**src/rtl/pipe_pkg.sv**
```systemverilog
// Shared types and default widths for pipeline stage registers.
// Holds the stage occupancy enum and the control-field widths.
package pipe_pkg;

  typedef enum logic [1:0] {
    ST_EMPTY = 2'd0,
    ST_ONE   = 2'd1,
    ST_FULL  = 2'd2
  } pipe_state_e;

  localparam int WB_W = 2;
  localparam int M_W  = 2;
  localparam int EX_W = 4;

  localparam int CTRL_W_DEF = WB_W + M_W + EX_W;
  localparam int DATA_W_DEF = 101;

  function automatic logic [CTRL_W_DEF-1:0] pack_ctrl(
    input logic [WB_W-1:0] wb,
    input logic [M_W-1:0]  m,
    input logic [EX_W-1:0] ex
  );
    return {wb, m, ex};
  endfunction

endpackage

```
**src/rtl/pipe_slot.sv**
```systemverilog
// One valid+ctrl+data register with load and clear-to-bubble.
// Clear wins over load; clear keeps the payload and bubbles ctrl.
module pipe_slot #(
  parameter int                CTRL_W      = 8,
  parameter int                DATA_W      = 101,
  parameter logic [CTRL_W-1:0] CTRL_BUBBLE = '0
) (
  input  logic              clk_i,
  input  logic              rst_n_i,
  input  logic              load_i,
  input  logic              clear_i,
  input  logic [CTRL_W-1:0] ctrl_i,
  input  logic [DATA_W-1:0] data_i,
  output logic              valid_o,
  output logic [CTRL_W-1:0] ctrl_o,
  output logic [DATA_W-1:0] data_o
);

  always_ff @(posedge clk_i or negedge rst_n_i) begin
    if (!rst_n_i) begin
      valid_o <= 1'b0;
      ctrl_o  <= CTRL_BUBBLE;
      data_o  <= '0;
    end else if (clear_i) begin
      valid_o <= 1'b0;
      ctrl_o  <= CTRL_BUBBLE;
    end else if (load_i) begin
      valid_o <= 1'b1;
      ctrl_o  <= ctrl_i;
      data_o  <= data_i;
    end
  end

endmodule

```
**src/rtl/pipe_stage_reg.sv**
```systemverilog
// Flushable valid/ready pipeline stage register.
// Optional skid slot enabled by PIPE_STAGE_SKID_EN (registered ready).
module pipe_stage_reg
  import pipe_pkg::*;
#(
  parameter int                DATA_W      = DATA_W_DEF,
  parameter int                CTRL_W      = CTRL_W_DEF,
  parameter logic [CTRL_W-1:0] CTRL_BUBBLE = '0
) (
  input  logic              clk_i,
  input  logic              rst_n_i,
  input  logic              flush_i,
  input  logic              in_valid_i,
  output logic              in_ready_o,
  input  logic [CTRL_W-1:0] in_ctrl_i,
  input  logic [DATA_W-1:0] in_data_i,
  output logic              out_valid_o,
  input  logic              out_ready_i,
  output logic [CTRL_W-1:0] out_ctrl_o,
  output logic [DATA_W-1:0] out_data_o
);

  pipe_state_e state_q, state_d;

  logic              accept, consume;
  logic              main_ld, main_clr;
  logic              main_v;
  logic [CTRL_W-1:0] main_c, main_c_in;
  logic [DATA_W-1:0] main_d, main_d_in;

`ifdef PIPE_STAGE_SKID_EN
  logic              skid_ld, skid_clr, main_from_skid;
  logic              skid_v;
  logic [CTRL_W-1:0] skid_c;
  logic [DATA_W-1:0] skid_d;

  // Ready comes straight from the skid valid flop.
  assign in_ready_o = ~skid_v;
  assign main_c_in  = main_from_skid ? skid_c : in_ctrl_i;
  assign main_d_in  = main_from_skid ? skid_d : in_data_i;
`else
  assign in_ready_o = out_ready_i | ~main_v;
  assign main_c_in  = in_ctrl_i;
  assign main_d_in  = in_data_i;
`endif

  assign accept  = in_valid_i & in_ready_o;
  assign consume = main_v & out_ready_i;

  always_comb begin
    state_d  = state_q;
    main_ld  = 1'b0;
    main_clr = 1'b0;
`ifdef PIPE_STAGE_SKID_EN
    skid_ld        = 1'b0;
    skid_clr       = 1'b0;
    main_from_skid = 1'b0;
`endif
    if (flush_i) begin
      main_clr = 1'b1;
`ifdef PIPE_STAGE_SKID_EN
      skid_clr = 1'b1;
`endif
      state_d  = ST_EMPTY;
    end else begin
      unique case (state_q)
        ST_EMPTY: begin
          if (accept) begin
            main_ld = 1'b1;
            state_d = ST_ONE;
          end
        end
        ST_ONE: begin
`ifdef PIPE_STAGE_SKID_EN
          if (accept && consume) begin
            main_ld = 1'b1;
          end else if (accept) begin
            skid_ld = 1'b1;
            state_d = ST_FULL;
          end else if (consume) begin
            main_clr = 1'b1;
            state_d  = ST_EMPTY;
          end
`else
          if (accept) begin
            main_ld = 1'b1;
          end else if (consume) begin
            main_clr = 1'b1;
            state_d  = ST_EMPTY;
          end
`endif
        end
`ifdef PIPE_STAGE_SKID_EN
        ST_FULL: begin
          if (consume) begin
            main_ld        = 1'b1;
            main_from_skid = 1'b1;
            skid_clr       = 1'b1;
            state_d        = ST_ONE;
          end
        end
`endif
        default: begin
          state_d = state_q;
        end
      endcase
    end
  end

  always_ff @(posedge clk_i or negedge rst_n_i) begin
    if (!rst_n_i) begin
      state_q <= ST_EMPTY;
    end else begin
      state_q <= state_d;
    end
  end

  pipe_slot #(
    .CTRL_W      (CTRL_W),
    .DATA_W      (DATA_W),
    .CTRL_BUBBLE (CTRL_BUBBLE)
  ) u_main (
    .clk_i   (clk_i),
    .rst_n_i (rst_n_i),
    .load_i  (main_ld),
    .clear_i (main_clr),
    .ctrl_i  (main_c_in),
    .data_i  (main_d_in),
    .valid_o (main_v),
    .ctrl_o  (main_c),
    .data_o  (main_d)
  );

`ifdef PIPE_STAGE_SKID_EN
  pipe_slot #(
    .CTRL_W      (CTRL_W),
    .DATA_W      (DATA_W),
    .CTRL_BUBBLE (CTRL_BUBBLE)
  ) u_skid (
    .clk_i   (clk_i),
    .rst_n_i (rst_n_i),
    .load_i  (skid_ld),
    .clear_i (skid_clr),
    .ctrl_i  (in_ctrl_i),
    .data_i  (in_data_i),
    .valid_o (skid_v),
    .ctrl_o  (skid_c),
    .data_o  (skid_d)
  );
`endif

  assign out_valid_o = main_v;
  assign out_ctrl_o  = main_v ? main_c : CTRL_BUBBLE;
  assign out_data_o  = main_d;

endmodule
```
**config.mk**
```make
export PLATFORM = sky130hd
export DESIGN_NAME = pipe_stage_reg
export DESIGN_NICKNAME = d
export VERILOG_FILES = /design/src/rtl/pipe_pkg.sv /design/src/rtl/pipe_slot.sv /design/src/rtl/pipe_stage_reg.sv
export SDC_FILE = /design/constraint.sdc
export NUM_CORES = 1
export LEC_CHECK = 0
export BUFFER_PORTS_ARGS = -buffer_cell sky130_fd_sc_hd__buf_2
export CAP_MARGIN = 15
export CORE_UTILIZATION = 45
export DETAILED_ROUTE_END_ITERATION = 10
export GPL_ROUTABILITY_DRIVEN = 1
export PLACE_DENSITY = 0.8
export SYNTH_ARGS = -nofsm -noshare
export SYNTH_HDL_FRONTEND = slang
export SYNTH_SLANG_ARGS = --single-unit
```
**constraint.sdc**
```tcl
create_clock -name clk_i -period 2.15 [get_ports clk_i]
set_clock_uncertainty 0.1 [all_clocks]
set_input_delay 0.1075 -clock clk_i [delete_from_list [all_inputs] [get_ports clk_i]]
set_output_delay 0.1075 -clock clk_i [all_outputs]
set_load 0.03 [all_outputs]
```
## Word-level counts from Yosys, hierarchy flattened

Index checks and enable logic that the tools add are counted.

| operators by class | value |
|---|---|
| equal/unequal tests | 4 |
| muxes and demuxes | 17 |
| bitwise logic cells | 5 |
| reduce and logical (&&, ||, !) cells | 6 |

Operators with widths:

| operator | number |
|---|---|
| $mux W8 | 3 |
| $mux W1 | 9 |
| $ne A3 B3 Y1 const B | 3 |
| $mux W2 | 4 |
| $pmux W2 S2 | 1 |
| $reduce_and A4 Y1 | 1 |
| $reduce_bool A3 Y1 | 1 |
| $and A1 B1 Y1 | 2 |
| $eq A2 B1 Y1 const B | 1 |
| $logic_not A2 Y1 | 1 |
| $not A1 Y1 | 2 |
| $reduce_and A2 Y1 | 1 |
| $reduce_bool A2 Y1 | 1 |
| $reduce_or A2 Y1 | 1 |
| $or A1 B1 Y1 | 1 |

| word-level totals | value |
|---|---|
| flip-flop bits (word level) | 112 |
| logic and storage cells | 36 |

## Logic depth before layout (Yosys ltp)

Gate-level depths: netlist (run 1).

| logic depth | value |
|---|---|
| word-level depth | 8 |
| gate-level depth with buffers | 6 |
| depth with buffers taken out | 3 |

## By module

A second synthesis (run 1) with hierarchy kept.

| unflattened totals | value |
|---|---|
| cell total of the unflattened synthesis | 260 |
| area, all modules | 4717.0 µm² |

Modules (own cells, without submodules):

| module | instances | cells an instance | area an instance (µm²) | seq. area each (µm²) |
|---|---|---|---|---|
| pipe_slot | 1 | 243 | 4583.1 | 2752.6 |
| pipe_stage_reg | 1 | 17 | 133.9 | 25.0 |

## Worst setup path after synthesis (run 1)

Ideal clock, no wire load.

| path | value |
|---|---|
| kind | reg2reg |
| from | register u_main.valid_o |
| to | register u_main.data_o[78] |
| data arrival time | 1.578 ns |
| data required time | 1.925 ns |
| slack | 0.347 ns |
| stages on the path, launching flop included | 7 |
| path buffers | 3 |
| clock period less this slack | 1.803 ns |
| cell sequence | dfrtp_1 -> nand2b_4 -> and3b_1 -> buf_6 -> buf_6 -> buf_6 -> mux2_4 |

| on the way | value |
|---|---|
| word-level cells in the longest chain between the ends | 8 |
| elaborated cells on any way between the ends | 13 |
| classes of those cells | 7 x mux; 5 x bitwise; 1 x reduce/logical |

RTL lines:

| what | RTL line | source |
|---|---|---|
| start: declaration | pipe_slot.sv:14 | `output logic valid_o,` |
| start signal: assignment | pipe_slot.sv:21 | `valid_o <= 1'b0;` |
| start signal: assignment | pipe_slot.sv:25 | `valid_o <= 1'b0;` |
| start signal: assignment | pipe_slot.sv:28 | `valid_o <= 1'b1;` |
| $not A1 Y1 (*) | pipe_stage_reg.sv:42 | `assign in_ready_o = out_ready_i \| ~main_v;` |
| $or A1 B1 Y1 (*) | pipe_stage_reg.sv:42 |  |
| net in_ready_o | pipe_stage_reg.sv:14 | `output logic in_ready_o,` |
| $and A1 B1 Y1 (*) | pipe_stage_reg.sv:47 | `assign accept = in_valid_i & in_ready_o;` |
| $mux W1 | pipe_stage_reg.sv:85 | `if (accept) begin` |
| $mux W1 | pipe_stage_reg.sv:66 | `unique case (state_q)` |
| $mux W1 | pipe_stage_reg.sv:59 | `if (flush_i) begin` |
| $not A1 Y1 (no source line) | n/a |  |
| $reduce_and A2 Y1 (no source line) (*) | n/a |  |
| end signal: assignment | pipe_slot.sv:30 | `data_o <= data_i;` |
| end: declaration | pipe_slot.sv:16 | `output logic [DATA_W-1:0] data_o` |

Mark *: on every way through the listed nets, which the timed path passes. The rest lies on a longest branch.
A chain may end at the register's enable or synchronous reset.

## Worst setup path after layout (run 1)

| path | value |
|---|---|
| from | register u_main.valid_o |
| to | register u_main.data_o[16] |

| on the way | value |
|---|---|
| word-level cells in the longest chain between the ends | 8 |
| elaborated cells on any way between the ends | 13 |
| classes of those cells | 7 x mux; 5 x bitwise; 1 x reduce/logical |

RTL lines:

| what | RTL line |
|---|---|
| $not A1 Y1 | pipe_stage_reg.sv:42 |
| $or A1 B1 Y1 | pipe_stage_reg.sv:42 |
| $and A1 B1 Y1 | pipe_stage_reg.sv:47 |
| $mux W1 | pipe_stage_reg.sv:85 |
| $mux W1 | pipe_stage_reg.sv:66 |
| $mux W1 | pipe_stage_reg.sv:59 |
| $not A1 Y1 (no source line) | n/a |
| $reduce_and A2 Y1 (no source line) (*) | n/a |

Mark *: on every way between the ends. The rest lies on a longest branch, timed or not.

==> impl_summary.txt, run 1 <==
----------------------------------------------------
[Outcome]
  Status ... finished clean

[Worst setup path]
  Critical Setup Path Class ... flop to flop
  Startpoint of the worst register-to-register path ... u_main.valid_o$_DFFE_PN0P_
  Maximum fanout along the worst path ... just under 60
  Crit path required time ... approximately 2.3 ns
  Critical Path Sink ... u_main.data_o[16]$_DFFE_PN0P_
  Arrival @ worst endpoint ... just under 2 ns
  Crit Reg-Reg Endpoint ... u_main.data_o[16]$_DFFE_PN0P_
  CP endpoint kind ... flop
  Origin of the worst setup path ... u_main.valid_o$_DFFE_PN0P_
  Startpoint class of the critical path ... flop
  Number of cell instances on the worst register-to-register path ... 4
  Reg2Reg Setup Slack ... approximately 0.34 ns

[Logic synthesis]
  Cell type contributing the most total cell area after synthesis ... sky130_fd_sc_hd__dfrtp_1
  Synthesized netlist net count ... ~370
  Yosys reg bits ... 111
  Largest cells by area after synthesis ... sky130_fd_sc_hd__dfrtp_1, sky130_fd_sc_hd__mux2_2, sky130_fd_sc_hd__a22o_1
  Portion of the post-synthesis area used by sequential elements ... 0.659
  Proportion of netlist area held by the largest area contributor ... 0.659
  Area of the mapped netlist ... 4220 µm²
  Count of cell types in the netlist ... 16
  Synthesized area per cell ... between 15 and 20 µm²
  Yosys warning total ... 0
  Gate count of the mapped netlist ... about 250

[Die]
  Number of ports placed on the die boundary ... 225
  Die Area ... about 9800 µm²
  Width of the chip ... about 99 µm
  Die boundary height ... 98.8 µm
  Num rows ... 34
  Core area ... about 8900 µm²
  Starting density of the core ... 0.474

[Final layout]
  Final std cells w/o fill ... ~700
  Final net count ... between 700 and 800
  Area Growth Syn to Fin ... 60.4%
  Commonest cells after routing, fill and taps aside ... sky130_fd_sc_hd__buf_2, sky130_fd_sc_hd__dlygate4sd3_1, sky130_fd_sc_hd__dfrtp_1, sky130_fd_sc_hd__mux2_2, sky130_fd_sc_hd__clkbuf_8
  Most frequent standard cell in the layout excluding fill and tap cells ... sky130_fd_sc_hd__buf_2
  Fraction of layout instances using a drive strength above 1 ... 0.578
  Final core occ ... 0.760
  Fill cell total of the finished layout ... around 550

[Clocking]
  Post-cts resize count ... 0
  Max Buffers Root-to-Sink ... 2
  Clock latency on the worst-skew pair ... between 0.3 and 0.4 ns
  Root cell of the clock tree ... sky130_fd_sc_hd__clkbuf_8
  Total setup buffers inserted after CTS ... 0
  H-Tree Depth ... 3
  CTS tree ... done
  Number of buffers inserted during clock tree synthesis ... 9
  Clock slew seen by the registers of the worst setup and hold paths ... 0.09 ns
  Number of sinks on the clock net ... roughly 110

[STA]
  Final critical-path required period ... around 1.8 ns
  Unrepaired setup endpoints after global routing ... no
  Portion of the clock cycle consumed by the worst path in the final layout ... 0.841
  Worst setup margin ... between 0.3 and 0.4 ns
  Final setup violation count ... 0
  Achievable Freq ... approximately 550 MHz
  Final number of hold-violating endpoints ... 0
  Final hold slack ... 0.0375 ns
  Final Slew Violations ... 0
  Final-layout setup total negative slack ... 0 ns
  Measured slew at the worst slew-check pin ... 0.602 ns
  Worst max-slew margin expressed relative to the limit ... 0.599

[GRT]
  Overflow after GRT ... 0
  All-Layer GR Usage ... 0.241
  Number of antenna violations at the first check in global routing ... 1
  Number of global-route vias before repair ... ~3.7k
  First-pass GRT wire length ... ~18 mm
  Pin count of the biggest net entering global routing ... around 100

[Drt]
  Number of detailed-route iterations in the first pass ... 4
  Via Count ... approximately 3.4k
  Drt initial violations ... 61
  Per-cell routed wire length ... around 16 µm
  Routed Wire Length ... 11.4 mm
  Mean number of vias per cell ... 4.79
  Number of nets with antenna violations after routing ... 0
  Count of unresolved DRC violations after routing ... 0

[Power and ir drop]
  VDD IR max ... roughly 0.48 mV
  Leakage power of the design ... 3.28 nW
  Power density over the cells ... 823 nW/µm²

[Job]
  Number of max-cap violations ... 0

[Hold path]
  Number of cells on the worst hold path ... 4
  Worst min-delay path class ... input port to flop

[Place]
  Post-detailed-placement half-perimeter wirelength ... between 6 and 7 mm
  Number of buffers inserted by port buffering ... ~220
  Setup WS pre-CTS ... roughly 0.37 ns
  Post-Place Cells ... between 500 and 600
  Routability cong. ... 0.753

----------------------------------------------------
power breakdown:
group | total [mW] | internal [mW] | switching [mW]
registers | 2.60 | 2.43 | 0.177
logic | 1.84 | 0.739 | 1.10
clock network | 1.12 | 0.453 | 0.663
layout make-up:
cell class                      count  area (µm²)  share of cell area
Tap cell                          108         135              0.0200
Multi-Input combinational cell    127        1340               0.198
Antenna cell                        1        2.50            0.000370
Sequential cell                   111        2780               0.411
Clock inverter                      4        32.5             0.00481
Clock buffer                       11         141              0.0209
Timing Repair Buffer              342        2330               0.345
cells in the mapped netlist, drive strengths merged:
cell / number
dfrtp: 111
mux2: 101
buf: 12
a22o: 8
and2: 8
a21oi: 2
nor2: 2
a211oi: 1
a21o: 1
and3b: 1
clkbuf: 1
mux2i: 1
nand2: 1
nand2b: 1
flip-flops by register name, summed over array words and instances, names as in the netlist:
signal          count
u_main.valid_o      1
u_main.ctrl_o       8
u_main.data_o     101
state_q             1
layer usage:
metal,up-vias,share of wire,global-route usage
met4,0,0.046,0.141
met5,-,0,0
met3,46,0.056,0.0518
met2,158,0.53,0.437
li1,1565,-,-
met1,1601,0.36,0.258
worst min-delay path by stage:
stage / from / to / slack (ns)
3_5_place_dp: rst_n_i / u_main.data_o[71]$_DFFE_PN0P_ / -0.16
6_report: out_ready_i / u_main.valid_o$_DFFE_PN0P_ / 0.04
5_1_grt: out_ready_i / u_main.valid_o$_DFFE_PN0P_ / 0.05
3_3_place_gp: rst_n_i / u_main.data_o[36]$_DFFE_PN0P_ / -0.16
2_1_floorplan: rst_n_i / state_q[0]$_DFFE_PN0P_ / -0.29
4_1_cts: out_ready_i / u_main.valid_o$_DFFE_PN0P_ / 0.001
cell families after synthesis:
| group | after synthesis | share of synthesized area |
|---|---|---|
| AO/OA/AOI/OAI | 12 | 0.0226 |
| multiplexers | 102 | 0.274 |
| buffers and inverters | 13 | 0.0249 |
| AND/OR/NAND/NOR | 13 | 0.0199 |
| flip-flops | 111 | 0.659 |
repair_timing:
action,CTS,global route
hold endpoints to repair,222,0
setup endpoints to repair,0,0
hold buffers,115,0
metrics by stage:
stage	power, mW	area (µm²)
after global routing	5.82	6760
after floorplan	3.72	4220
after detailed placement	4.31	5430
after global placement	4.25	5430
after CTS	5.59	6760
final	5.56	6760
critical path, stage by stage, from the launching register on:
cell                       delay, ns
sky130_fd_sc_hd__dfrtp_1        0.52
sky130_fd_sc_hd__nand2b_4       0.13
sky130_fd_sc_hd__and3b_4        0.23
sky130_fd_sc_hd__buf_12         0.30
sky130_fd_sc_hd__mux2_2         0.39
Power figures use the tool's default switching activity.
==> run 2: changes to the inputs <==
CORE_UTILIZATION = 40   (was 45)
PLACE_DENSITY = 0.75   (was 0.8)
clock period = 1.6 ns   (was 2.15 ns; I/O delays follow)
==> impl_summary.txt, run 2 (same netlist as run 1, synthesis figures left out) <==
----------------------------------------------------
[STA]
  Portion of the clock cycle consumed by the worst path in the final layout ... 1.00 (was 0.841)
  Final-layout setup total negative slack ... -0.00591 ns (was 0 ns)
  Achievable Freq ... 624 MHz (was 553 MHz)
  Final Slew Violations ... 0 (unchanged)
  Final setup violation count ... 2 (was 0)
  Final number of hold-violating endpoints ... 0 (unchanged)
  Measured slew at the worst slew-check pin ... 0.299 ns (was 0.602 ns)
  Worst setup margin ... -0.00339 ns (was 0.341 ns)
  Final critical-path required period ... 1.60 ns (was 1.81 ns)
  Worst max-slew margin expressed relative to the limit ... 0.800 (was 0.599)
  Unrepaired setup endpoints after global routing ... yes (was no)

[Die]
  Number of ports placed on the die boundary ... 225 (unchanged)
  Core area ... 10300 µm² (was 8890 µm²)
  Width of the chip ... 105 µm (was 98.8 µm)
  Die boundary height ... 105 µm (was 98.8 µm)
  Num rows ... 37 (was 34)
  Starting density of the core ... 0.410 (was 0.474)
  Die Area ... 11000 µm² (was 9760 µm²)

[Clocking]
  Clock latency on the worst-skew pair ... 0.35 ns (about the same)
  Max Buffers Root-to-Sink ... 2 (unchanged)
  Root cell of the clock tree ... sky130_fd_sc_hd__clkbuf_8 (unchanged)
  Number of buffers inserted during clock tree synthesis ... 9 (unchanged)
  CTS tree ... done (unchanged)
  Number of sinks on the clock net ... 111 (unchanged)
  Clock slew seen by the registers of the worst setup and hold paths ... 0.10 ns (was 0.09 ns)
  H-Tree Depth ... 3 (unchanged)

[Worst setup path]
  Origin of the worst setup path ... u_main.valid_o$_DFFE_PN0P_ (unchanged)
  CP endpoint kind ... flop (unchanged)
  Maximum fanout along the worst path ... 14 (was 59)
  Startpoint of the worst register-to-register path ... u_main.valid_o$_DFFE_PN0P_ (unchanged)
  Critical Setup Path Class ... flop to flop (unchanged)
  Cell chain of the critical path ... nand2b_4 > and3b_4 > buf_12 > buf_16 > mux2_2 (was nand2b_4 > and3b_4 > buf_12 > mux2_2)
  Crit-path max cell delay ... 0.43 ns (was 0.52 ns)
  Startpoint class of the critical path ... flop (unchanged)
  Crit path required time ... 1.75 ns (was 2.27 ns)
  Arrival @ worst endpoint ... 1.75 ns (was 1.93 ns)
  Master of the slowest instance on the critical path ... sky130_fd_sc_hd__dfrtp_2 (was sky130_fd_sc_hd__dfrtp_1)

[Final layout]
  Count of antenna diodes in the layout ... 0 (was 1)
  Number of flip-flops in the largest register ... 101 (unchanged)
  Most frequent standard cell in the layout excluding fill and tap cells ... sky130_fd_sc_hd__buf_2 (unchanged)
  Fraction of layout instances using a drive strength above 1 ... 0.589 (was 0.578)
  Register with the most flip-flops ... u_main.data_o (unchanged)
  Final net count ... 719 (was 705)
  Area used by sequential logic in the layout ... 2780 µm² (about the same)
  Fill cell total of the finished layout ... 751 (was 545)
  Area occupied by multi-input gates ... 1360 µm² (was 1340 µm²)
  Leading registers by flop count ... u_main.data_o: 101 flops, u_main.ctrl_o: 8 flops (unchanged)
  Area Growth Syn to Fin ... 68.0% (was 60.4%)
  Commonest cells after routing, fill and taps aside ... sky130_fd_sc_hd__buf_2, sky130_fd_sc_hd__dlygate4sd3_1, sky130_fd_sc_hd__dfrtp_1, sky130_fd_sc_hd__mux2_2, sky130_fd_sc_hd__clkbuf_8 (unchanged)

[GRT]
  All-Layer GR Usage ... 0.217 (was 0.241)
  Overflow after GRT ... 0 (unchanged)
  First-pass GRT wire length ... 18.6 mm (was 18.0 mm)
  Pin count of the biggest net entering global routing ... 59 (was 104)
  Number of global-route vias before repair ... 3844 (was 3736)
  Number of antenna violations at the first check in global routing ... 0 (was 1)

[Drt]
  Number of detailed-route iterations in the first pass ... 4 (unchanged)
  Routed Wire Length ... 12.3 mm (was 11.4 mm)
  Via Count ... 3526 (was 3370)
  Per-cell routed wire length ... 16.5 µm (was 16.2 µm)
  Number of nets with antenna violations after routing ... 0 (unchanged)
  Count of unresolved DRC violations after routing ... 0 (unchanged)
  Drt initial violations ... 104 (was 61)
  Mean number of vias per cell ... 4.73 (was 4.79)

[Place]
  Number of buffers inserted by port buffering ... 224 (unchanged)
  Routability cong. ... 0.696 (was 0.753)
  Setup WS pre-CTS ... -0.0254 ns (was 0.368 ns)
  Post-detailed-placement half-perimeter wirelength ... 6.68 mm (was 6.67 mm)

[Power and ir drop]
  VDD IR max ... 0.591 mV (was 0.477 mV)
  Leakage power of the design ... 3.43 nW (was 3.28 nW)
  Power density over the cells ... 1110 nW/µm² (was 823 nW/µm²)

[Outcome]
  Status ... finished, violations left (was finished clean)
  Violated checks ... negative setup slack

[Hold path]
  Hold Crit Start ... flush_i (was out_ready_i)
  Worst min-delay path class ... input port to flop (unchanged)

[Job]
  Number of max-cap violations ... 0 (unchanged)

----------------------------------------------------
==> run 2: layout make-up <==
cell class,count,area share
multi-input combinational,127,0.191
tap,136,0.0240
clock buffer,13,0.0196
sequential,111,0.392
clock inverter,3,0.00954
timing repair buffer,356,0.363
==> run 2: layer usage <==
layer,GRT usage,wire (µm)
met3,0.0424,651
met5,0,0
met4,0.105,382
met1,0.226,4600
met2,0.414,6690
==> run 2: final timing paths <==
check	slack, ns	endpoint	depth (start not counted)
worst max-delay path	-0.003	u_main.data_o[45]$_DFFE_PN0P_	5
worst min-delay path	0.15	u_main.ctrl_o[0]$_DFFE_PN0P_	4
worst max register to register	-0.003	u_main.data_o[45]$_DFFE_PN0P_	5
worst min register to register	0.40	u_main.ctrl_o[3]$_DFFE_PN0P_	1
max in group asynchronous	0.68	u_main.data_o[28]$_DFFE_PN0P_	3
min in group asynchronous	0.18	u_main.data_o[35]$_DFFE_PN0P_	3
==> run 2: timing repair <==
action	CTS	global route
setup buffers	0	3
endpoints found under the setup margin	46	94
gates cloned	0	7
hold buffers	114	0
endpoints found under the hold margin	222	0
gates resized for setup	1	9
==> run 2: critical path: cells and delay by family, from the launching register on <==
family	cells	cell delay (ns)
buf+inv	2	0.29
flops	1	0.43
mux	1	0.35
simple gates	2	0.29
==> run 2: per-stage QoR <==
| step | utilization | cell area, µm² | hold WS (ns) | cells | power [mW] |
|---|---|---|---|---|---|
| CTS | 0.669 | 6880 | 0.124 | 736 | 7.78 |
| detailed placement | 0.537 | 5520 | -0.200 | 606 | 5.80 |
| floorplan | - | 4220 | -0.316 | 251 | 4.99 |
| global placement | 0.537 | 5520 | -0.204 | 606 | 5.73 |
| finish | 0.689 | 7080 | 0.149 | 746 | 7.84 |
| global route | 0.689 | 7080 | 0.147 | 746 | 8.18 |
==> run 2: power breakdown <==
group,switching (mW),internal [mW]
Sequential,0.242,3.26
Combinational,1.51,1.06
Clock,0.874,0.887
Total,2.63,5.21
==> run 3: changes to the inputs <==
SKIP_CTS_REPAIR_TIMING = 1   (was default)
==> impl_summary.txt, run 3 (same netlist as run 1, synthesis figures left out) <==
----------------------------------------------------
[Outcome]
  Status ... finished clean (was finished, violations left)

[Drt]
  Per-cell routed wire length ... 16.5 µm (about the same)
  Drt initial violations ... 123 (was 104)
  Routed Wire Length ... 12.4 mm (was 12.3 mm)
  Mean number of vias per cell ... 4.73 (about the same)
  Via Count ... 3538 (was 3526)
  Number of nets with antenna violations after routing ... 0 (unchanged)
  Count of unresolved DRC violations after routing ... 0 (unchanged)
  Number of detailed-route iterations in the first pass ... 4 (unchanged)

[Die]
  Width of the chip ... 105 µm (unchanged)
  Core area ... 10300 µm² (unchanged)
  Starting density of the core ... 0.410 (unchanged)
  Num rows ... 37 (unchanged)
  Die boundary height ... 105 µm (unchanged)
  Number of ports placed on the die boundary ... 225 (unchanged)
  Die Area ... 11000 µm² (unchanged)

[Clocking]
  Clock latency on the worst-skew pair ... 0.35 ns (about the same)
  H-Tree Depth ... 3 (unchanged)
  Max Buffers Root-to-Sink ... 2 (unchanged)
  Number of buffers inserted during clock tree synthesis ... 9 (unchanged)
  Root cell of the clock tree ... sky130_fd_sc_hd__clkbuf_8 (unchanged)
  Clock slew seen by the registers of the worst setup and hold paths ... 0.10 ns (about the same)
  CTS tree ... done (unchanged)
  Number of sinks on the clock net ... 111 (unchanged)

[Final layout]
  Register with the most flip-flops ... u_main.data_o (unchanged)
  Commonest cells after routing, fill and taps aside ... sky130_fd_sc_hd__buf_2, sky130_fd_sc_hd__dlygate4sd3_1, sky130_fd_sc_hd__dfrtp_1, sky130_fd_sc_hd__mux2_2, sky130_fd_sc_hd__buf_4 (was sky130_fd_sc_hd__buf_2, sky130_fd_sc_hd__dlygate4sd3_1, sky130_fd_sc_hd__dfrtp_1, sky130_fd_sc_hd__mux2_2, sky130_fd_sc_hd__clkbuf_8)
  Most frequent standard cell in the layout excluding fill and tap cells ... sky130_fd_sc_hd__buf_2 (unchanged)
  Count of antenna diodes in the layout ... 0 (unchanged)
  Area occupied by multi-input gates ... 1340 µm² (was 1360 µm²)
  Area Growth Syn to Fin ... 67.5% (was 68.0%)
  Final net count ... 721 (was 719)
  Fraction of layout instances using a drive strength above 1 ... 0.590 (was 0.589)
  Number of flip-flops in the largest register ... 101 (unchanged)
  Area used by sequential logic in the layout ... 2780 µm² (unchanged)
  Fill cell total of the finished layout ... 741 (was 751)
  Leading registers by flop count ... u_main.data_o: 101 flops, u_main.ctrl_o: 8 flops (unchanged)

[GRT]
  All-Layer GR Usage ... 0.169 (was 0.217)
  Number of antenna violations at the first check in global routing ... 0 (unchanged)
  Pin count of the biggest net entering global routing ... 59 (unchanged)
  First-pass GRT wire length ... 14.7 mm (was 18.6 mm)
  Overflow after GRT ... 0 (unchanged)
  Number of global-route vias before repair ... 3172 (was 3844)

[Place]
  Setup WS pre-CTS ... -0.0254 ns (unchanged)
  Number of buffers inserted by port buffering ... 224 (unchanged)
  Post-detailed-placement half-perimeter wirelength ... 6.68 mm (unchanged)
  Routability cong. ... 0.696 (unchanged)

[Power and ir drop]
  Net Sw Power ... 2.64 mW (was 2.63 mW)
  Switching Share ... 0.336 (was 0.335)
  Relative contribution of combinational cells to total power ... 0.327 (was 0.329)
  VDD IR max ... 0.587 mV (was 0.591 mV)
  Leakage power of the design ... 3.42 nW (was 3.43 nW)
  Internal power component ... 5.20 mW (was 5.21 mW)
  Share of power burned in registers ... 0.447 (about the same)
  Power density over the cells ... 1110 nW/µm² (about the same)
  Clock power share ... 0.226 (was 0.224)

[Worst setup path]
  Maximum fanout along the worst path ... 13 (was 14)
  Reg2Reg Setup Slack ... 0.008 ns (was -0.003 ns)
  Crit path required time ... 1.74 ns (was 1.75 ns)
  Critical Setup Path Class ... flop to flop (unchanged)
  Arrival @ worst endpoint ... 1.74 ns (was 1.75 ns)
  CP endpoint kind ... flop (unchanged)
  Startpoint class of the critical path ... flop (unchanged)

[STA]
  Final Slew Violations ... 0 (unchanged)
  Final number of hold-violating endpoints ... 0 (unchanged)
  Final critical-path required period ... 1.59 ns (was 1.60 ns)
  Worst max-slew margin expressed relative to the limit ... 0.795 (was 0.800)
  Portion of the clock cycle consumed by the worst path in the final layout ... 0.995 (was 1.00)
  Measured slew at the worst slew-check pin ... 0.307 ns (was 0.299 ns)
  Final setup violation count ... 0 (was 2)
  Final hold slack ... 0.141 ns (was 0.149 ns)
  Worst setup margin ... 0.00756 ns (was -0.00339 ns)
  Unrepaired setup endpoints after global routing ... yes (unchanged)
  Achievable Freq ... 628 MHz (was 624 MHz)

[Hold path]
  Worst min-delay path class ... input port to flop (unchanged)

[Job]
  Number of max-cap violations ... 0 (unchanged)

----------------------------------------------------
run 3: worst max-delay path, stage by stage (launching register included):
cell                        delay, ns
sky130_fd_sc_hd__dfrtp_2         0.43
sky130_fd_sc_hd__nand2b_4        0.07
sky130_fd_sc_hd__and3b_4         0.23
sky130_fd_sc_hd__buf_4           0.14
sky130_fd_sc_hd__clkbuf_16       0.17
sky130_fd_sc_hd__mux2_2          0.35
run 3: power groups by stage:
stage	registers, mW	clock network [mW]	logic, mW
after CTS	3.49	1.82	2.25
after global placement	3.52	0	2.21
final	3.51	1.77	2.57
after detailed placement	3.55	0	2.25
after floorplan	4.45	0	0.545
after global routing	3.57	1.95	2.68
run 3: routing by layer:
metal	wire length, µm	global-route usage
met4	385	0.0875
met2	6650	0.302
met5	0	0
met3	719	0.0387
met1	4610	0.188
run 3: per-stage QoR:
stage          TNS [ns]  power, mW  std cells   util  cell area, µm²
6_report              0       7.84        748  0.687            7060
5_1_grt           -1.36       8.20        748  0.687            7060
4_1_cts          -0.700       7.56        622  0.557            5730
3_5_place_dp     -0.420       5.80        606  0.537            5520
3_3_place_gp          0       5.73        606  0.537            5520
2_1_floorplan     -5.10       4.99        251      -            4220
run 3: layout make-up:
cell class | count | area share
clock buffer | 13 | 0.0197
clock inverter | 3 | 0.00957
multi-input combinational | 127 | 0.190
sequential | 111 | 0.393
tap | 136 | 0.0241
timing repair buffer | 358 | 0.363
run 3: worst paths after layout:
kind	start	to	depth (start not counted)
worst max-delay path	u_main.valid_o$_DFFE_PN0P_	u_main.data_o[92]$_DFFE_PN0P_	5
worst min-delay path	flush_i	u_main.ctrl_o[0]$_DFFE_PN0P_	4
worst max register to register	u_main.valid_o$_DFFE_PN0P_	u_main.data_o[92]$_DFFE_PN0P_	5
worst min register to register	u_main.ctrl_o[0]$_DFFE_PN0P_	u_main.ctrl_o[0]$_DFFE_PN0P_	1
max in group asynchronous	rst_n_i	u_main.data_o[28]$_DFFE_PN0P_	3
min in group asynchronous	rst_n_i	u_main.data_o[35]$_DFFE_PN0P_	3
